<file path="src/rtl/commit_tracker_pkg.sv">
// Shared definitions for the commit tracker: trap encoding, GPR index width
// and the run/drain/halt state encoding.
package commit_tracker_pkg;

  localparam logic [31:0] TRAP_INST_DEF = 32'h0000_006b;
  localparam int          GPR_IDX_W     = 5;
  localparam int          COMMIT_DEST_W = 8;

  typedef enum logic [1:0] {
    ST_RUN   = 2'd0,
    ST_DRAIN = 2'd1,
    ST_HALT  = 2'd2
  } state_e;

endpackage

</file>
<file path="src/rtl/commit_tracker.sv">
// Registers one retired instruction per cycle into a commit record, detects the
// simulation trap, pulses the trap event once and then halts the core.
module commit_tracker
  import commit_tracker_pkg::*;
#(
  parameter int          XLEN      = 64,
  parameter logic [31:0] TRAP_INST = TRAP_INST_DEF
) (
  input  logic                     clock,
  input  logic                     reset,
  input  logic                     wb_valid,
  input  logic [XLEN-1:0]          wb_pc,
  input  logic [31:0]              wb_inst,
  input  logic                     wb_wen,
  input  logic [GPR_IDX_W-1:0]     wb_wdest,
  input  logic [XLEN-1:0]          wb_wdata,
  input  logic                     wb_mmio,
  input  logic [XLEN-1:0]          wb_a0,
  output logic                     commit_valid,
  output logic [XLEN-1:0]          commit_pc,
  output logic [31:0]              commit_instr,
  output logic                     commit_wen,
  output logic [COMMIT_DEST_W-1:0] commit_wdest,
  output logic [XLEN-1:0]          commit_wdata,
  output logic                     commit_skip,
  output logic                     trap_valid,
  output logic [2:0]               trap_code,
  output logic [XLEN-1:0]          trap_pc,
  output logic [XLEN-1:0]          cycle_cnt,
  output logic [XLEN-1:0]          instr_cnt,
  output logic                     halted
);

  // state | meaning
  // RUN   | accepting writeback, committing one record per wb_valid
  // DRAIN | trap retired last cycle; trap_valid high for this one cycle
  // HALT  | absorbing until reset; wb_valid ignored, cycle_cnt frozen
  state_e state_q, state_d;

  logic                     accept;
  logic                     is_trap;
  logic                     cv_q, cv_d;
  logic [XLEN-1:0]          pc_q, pc_d;
  logic [31:0]              inst_q, inst_d;
  logic                     wen_q, wen_d;
  logic [COMMIT_DEST_W-1:0] wdest_q, wdest_d;
  logic [XLEN-1:0]          wdata_q, wdata_d;
  logic                     skip_q, skip_d;
  logic [2:0]               tcode_q, tcode_d;
  logic [XLEN-1:0]          tpc_q, tpc_d;
  logic [XLEN-1:0]          ccnt_q, ccnt_d;
  logic [XLEN-1:0]          icnt_q, icnt_d;
  logic                     unused_a0;

  assign unused_a0 = ^wb_a0[XLEN-1:3];
  assign is_trap   = wb_inst == TRAP_INST;

  always_ff @(posedge clock or posedge reset) begin
    if (reset) state_q <= ST_RUN;
    else       state_q <= state_d;
  end

  always_comb begin
    state_d = state_q;
    case (state_q)
      ST_RUN:   if (wb_valid && is_trap) state_d = ST_DRAIN;
      ST_DRAIN: state_d = ST_HALT;
      ST_HALT:  state_d = ST_HALT;
      default:  state_d = ST_RUN;
    endcase
  end

  always_comb begin
    accept     = wb_valid && (state_q == ST_RUN);
    trap_valid = state_q == ST_DRAIN;
    halted     = state_q == ST_HALT;
  end

  // Commit fields only load on an accepted retirement, so they hold otherwise.
  always_comb begin
    cv_d    = accept;
    pc_d    = pc_q;
    inst_d  = inst_q;
    wen_d   = wen_q;
    wdest_d = wdest_q;
    wdata_d = wdata_q;
    skip_d  = skip_q;
    tcode_d = tcode_q;
    tpc_d   = tpc_q;
    ccnt_d  = (state_q != ST_HALT) ? ccnt_q + XLEN'(1) : ccnt_q;
    icnt_d  = accept ? icnt_q + XLEN'(1) : icnt_q;
    if (accept) begin
      pc_d    = wb_pc;
      inst_d  = wb_inst;
      wen_d   = wb_wen && (wb_wdest != '0);
      wdest_d = {{(COMMIT_DEST_W-GPR_IDX_W){1'b0}}, wb_wdest};
      wdata_d = wb_wdata;
      skip_d  = wb_mmio;
      if (is_trap) begin
        tcode_d = wb_a0[2:0];
        tpc_d   = wb_pc;
      end
    end
  end

  always_ff @(posedge clock or posedge reset) begin
    if (reset) begin
      cv_q    <= 1'b0;
      pc_q    <= '0;
      inst_q  <= '0;
      wen_q   <= 1'b0;
      wdest_q <= '0;
      wdata_q <= '0;
      skip_q  <= 1'b0;
      tcode_q <= '0;
      tpc_q   <= '0;
      ccnt_q  <= '0;
      icnt_q  <= '0;
    end else begin
      cv_q    <= cv_d;
      pc_q    <= pc_d;
      inst_q  <= inst_d;
      wen_q   <= wen_d;
      wdest_q <= wdest_d;
      wdata_q <= wdata_d;
      skip_q  <= skip_d;
      tcode_q <= tcode_d;
      tpc_q   <= tpc_d;
      ccnt_q  <= ccnt_d;
      icnt_q  <= icnt_d;
    end
  end

  assign commit_valid = cv_q;
  assign commit_pc    = pc_q;
  assign commit_instr = inst_q;
  assign commit_wen   = wen_q;
  assign commit_wdest = wdest_q;
  assign commit_wdata = wdata_q;
  assign commit_skip  = skip_q;
  assign trap_code    = tcode_q;
  assign trap_pc      = tpc_q;
  assign cycle_cnt    = ccnt_q;
  assign instr_cnt    = icnt_q;

endmodule
</file>
<file path="config.mk">
export PLATFORM = sky130hd
export DESIGN_NAME = commit_tracker
export DESIGN_NICKNAME = d
export VERILOG_FILES = /design/src/rtl/commit_tracker_pkg.sv /design/src/rtl/commit_tracker.sv
export SDC_FILE = /design/constraint.sdc
export NUM_CORES = 1
export LEC_CHECK = 0
export BUFFER_PORTS_ARGS = -buffer_cell sky130_fd_sc_hd__buf_2
export CAP_MARGIN = 5
export CELL_PAD_IN_SITES_DETAIL_PLACEMENT = 1
export CELL_PAD_IN_SITES_GLOBAL_PLACEMENT = 1
export CORE_AREA = 2 2 233 235
export DETAILED_ROUTE_END_ITERATION = 10
export DIE_AREA = 0 0 235 237
export PLACE_DENSITY = 0.64
export SYNTH_ARGS = -nofsm -noshare
export SYNTH_HDL_FRONTEND = slang
export SYNTH_SLANG_ARGS = --single-unit
export TNS_END_PERCENT = 5
</file>
<file path="constraint.sdc">
create_clock -name clock -period 17.8 [get_ports clock]
set_input_delay 0.89 -clock clock [delete_from_list [all_inputs] [get_ports clock]]
set_output_delay 0.89 -clock clock [all_outputs]
set_load 0.05 [all_outputs]
</file>
## Yosys cells after proc, flatten, opt, wreduce, memory -nomap -nowiden

Cells that the tools add are included.

| storage, ports and cells | value |
|---|---|
| flip-flop bits (word level) | 365 |
| bits of input ports | 234 |
| output and inout port bits | 368 |

| operators by class | value |
|---|---|
| mux-type cells | 2 |
| reductions and logical operators | 7 |
| $add $sub $neg | 2 |
| equal/unequal tests | 5 |

Operators with widths:

| operator | count |
|---|---|
| $add A64 B1 Y64 const B | 2 |
| $eq A32 B7 Y1 const B | 1 |
| $reduce_bool A5 Y1 | 1 |
| $ne A2 B2 Y1 const B | 2 |
| $pmux W2 S2 | 1 |
| $logic_and A1 B1 Y1 | 3 |
| $eq A2 B1 Y1 const B | 1 |
| $eq A2 B2 Y1 const B | 1 |
| $logic_not A2 Y1 | 1 |
| $mux W2 | 1 |
| $reduce_and A2 Y1 | 1 |
| $reduce_or A2 Y1 | 1 |

## Logic depth before layout (Yosys ltp)

| logic depth | value |
|---|---|
| depth after elaboration | 4 |
| gate-level depth with buffers | 8 |
| mapped depth without buffers | 7 |

## Worst setup path before layout

No wires, ideal clock.

| path | value |
|---|---|
| kind | input -> register |
| start | in wb_inst[11] |
| end | reg tpc_q[13] (netlist: trap_pc[13]) |
| data required time | 17,675 ps |
| slack | 15,281 ps |
| library setup time | 125 ps |
| buffers on the path | 3 |
| stages on the path | 8 |
| data arrival time | 2,394 ps |
| cell sequence | nor4b_1 -> nand4_1 -> nor3_1 -> and2_1 -> clkbuf_1 -> buf_4 -> buf_4 -> mux2_2 |

| between the ends | value |
|---|---|
| word-level cells in the longest chain between the ends | 2 |

Ends and longest elaborated chain:

| what | line | source |
|---|---|---|
| from (decl) | commit_tracker.sv:13 | `input logic [31:0] wb_inst,` |
| $eq A32 B7 Y1 | commit_tracker.sv:56 | `assign is_trap = wb_inst == TRAP_INST;` |
| $reduce_and A2 Y1 (no source line) | -- |  |
| to (signal assigned) | commit_tracker.sv:128 | `tpc_q <= tpc_d;` |
| to (decl) | commit_tracker.sv:50 | `logic [XLEN-1:0] tpc_q, tpc_d;` |

Every way passes these cells.
A chain may end at the register's enable or synchronous reset.

## Final worst setup path

| path | value |
|---|---|
| start | in wb_valid |
| end | reg tcode_q[2] (netlist: trap_code[2]) |

| between the ends | value |
|---|---|
| word-level cells in the longest chain between the ends | 2 |

Ends and longest elaborated chain:

| what | line | source |
|---|---|---|
| from (decl) | commit_tracker.sv:11 | `input logic wb_valid,` |
| $logic_and A1 B1 Y1 | commit_tracker.sv:74 | `accept = wb_valid && (state_q == ST_RUN);` |
| $reduce_and A2 Y1 (no source line) | -- |  |
| to (signal assigned) | commit_tracker.sv:127 | `tcode_q <= tcode_d;` |
| to (decl) | commit_tracker.sv:49 | `logic [2:0] tcode_q, tcode_d;` |

Every way passes these cells.

==> reports/results.ini <==
[layout]
final_area_um2=20030
area_growth_pct=32.64
nets=1904
drive_above_1_share=0.5221
final_util=0.3759

[global_routing]
top_usage_layer=met2
grt_usage=0.1707
grtUsageMet2=0.2950
gr-usage-met1=0.2004
grt_pass1_wl_um=74310
first_global_vias=12270
antenna_found_initial=10
grt_overflow=0
met3_usage=0.05526
grt_max_degree=107

[yosys]
syn_inst=1107
synthFlopType=dfrtp_1
ys.warnings.count=0
synth_simple_gate_area_frac=0.1235
synthMuxAreaShare=0.1767
synthesis.area_per_instance_um2=13.64
synth_top_family_by_area=multiplexers
yosys_register_bits=365
synth_top_area_cell=dfrtp_1
synthArstFlopShare=1.000
synth-xor-area-share=0.07309
synth_edf_count=0
ys_seq_area_frac=0.6049
netlist_area_um2=15100
netlist_top_cells_area=dfrtp_1 60%, mux2_2 18%, xor2_1 4.1%
synthAdderAreaFrac=0.004972
netlist-cell-type-count=40
synth_top_area_share=0.6049
synth_compound_area_frac=0.0006629

[timing]
tns_ps=0
fin_crit_ps=3402
drv_slew=0
post-route-period-util=0.1911
worst_pin_slew_ps=981.9
max_slew_margin=0.3454
setup_violations=0
timing_hold_violations_final=0
setup_ws_ps=14400
skew_ps=18.22
fmax_ghz=0.2940
rsz0062_at_grt=false

[clocking]
clk_pin_slew_ps=60
cts_setup_buffers=0
ctsHoldBuffers=0
clk_path_buf_depth=3
cts_resized=0
cts_buffers=44
clk_latency_ps=560
cts.sinks=365
cts_tree=built
htree_levels=2
cts_root_buffer=clkbuf_16

[floorplanning]
coreArea_um2=53280
row_count=85
die_w_um=235
fp.dieH_um=237
io_pins=602
die_area_um2=55700
initial_utilization=0.2834

[pwr]
ir_drop_v=0.00006513
powerDensity_nw_per_um2=107.5
leakage_uw=0.01014
fin_total_pwr_uw=2154

[place]
io_buffers=537
pre_cts_slack_ps=13530
place_congestion=0.7925
dp_hpwl_um=35760
placed_cell_area_um2=18560

[critical_path]
worstPathArrival_ps=3840
crit_path_max_fanout=67
crit_type=in2reg
end_kind=flop
critPathRequiredTime_ps=18230
start_kind=input pin

[route]
wl_per_cell_um=20.14
num_vias=11120
drc=0
vias_per_cell=4.646
drt_first_pass_iters=4
wl_um=48190
drt_iter0_drc=358
ant_nets=0

[run]
maxCapViolCount=0

[worst_hold_path]
worstHoldPathType=in2async

[outcome]
outcome=complete, no violations

==> placed cells by master (no fill, tap or decap), drive strengths merged <==
cell type	Yosys	final
diode	0	2
xor2	70	70
nor4b	3	3
or4	5	5
and3	14	14
xnor2	56	56
nor4bb	1	1
buf	22	544
nand2	55	55
mux2	237	237
or3	4	4
nand3	57	57
nor4	21	21
nand4	40	40
or2	3	3
and2	5	5
nor2	43	43
nor3	49	49
nor3b	3	3
nand4b	2	2
clkinvlp	0	4
clkinv	0	5
ha	6	6
o21ai	2	2
dfrtp	365	365
clkbuf	13	64
nand2b	3	3
conb	1	3
inv	19	21
bufinv	0	2
and4	8	8
==> layout make-up <==
| type | instances | area, µm² |
|---|---|---|
| fill | 5865 | 33250 |
| sequential | 365 | 9134 |
| multi-input combinational | 690 | 5737 |
| timing repair buffer | 544 | 2740 |
| clock buffer | 64 | 1328 |
| tap | 696 | 870.8 |
| clock inverter | 13 | 132.6 |
| inverter | 19 | 81.33 |
| antenna | 2 | 5.005 |
==> per-stage QoR <==
step	hold WS (ps)	instances
floorplan	507.4	1109
global placement	455.4	2314
detailed placement	460.4	2314
CTS	471.8	2391
global route	467.9	2393
finish	466.9	2393
==> sequential cells by signal, summed over array words and instances (netlist names) <==
register / flops
commit_instr: 32
state_q: 2
commit_wdata: 64
trap_pc: 64
instr_cnt: 64
commit_pc: 64
commit_wen: 1
commit_valid: 1
commit_skip: 1
trap_code: 3
cycle_cnt: 64
commit_wdest: 5
==> final timing paths <==
kind	from	to	slack, ps	cells after the start
setup / recovery	wb_valid	trap_code[2]	14400	7
hold / removal	reset	commit_instr[9]	470	2
setup reg to reg	state_q[0]	commit_wdata[57]	14480	7
hold reg to reg	instr_cnt[63]	instr_cnt[63]	470	1
max in group asynchronous	reset	trap_pc[27]	14920	4
min in group clock	instr_cnt[63]	instr_cnt[63]	470	1
==> critical path, cell delays in order <==
cell and delay (ps):
buf_2 180, nor4b_1 670, nand4_1 230, nor3_1 430, and2_2 210, buf_4 700, mux2_2 430
==> synth_stat cells, types with 13 or more instances <==
cell type and instances:
dfrtp_1 365, mux2_2 237, xor2_1 70, nand3_1 56
xnor2_1 56, nand2_1 55, nor2_1 43, nor3_1 43
nand4_1 34, inv_1 19, clkbuf_1 13, nor4_1 13
==> metal layers <==
metal	wire, µm	part of all wire
met5	109	0.0023
met4	1466	0.030
met3	3275	0.068
met2	24280	0.50
met1	19060	0.40
==> cell families after synthesis <==
kind of cell / after synthesis
compound gates: 2
other cells: 1
xor+xnor: 126
simple gates: 316
fa+ha+maj: 6
flops: 365
buf+inv: 54
mux: 237
==> report_power, final <==
part | internal, µW | switching (µW)
clock | 544 | 358
sequential | 877 | 31.0
combinational | 88.7 | 255
(Power assumes the default switching activity.)
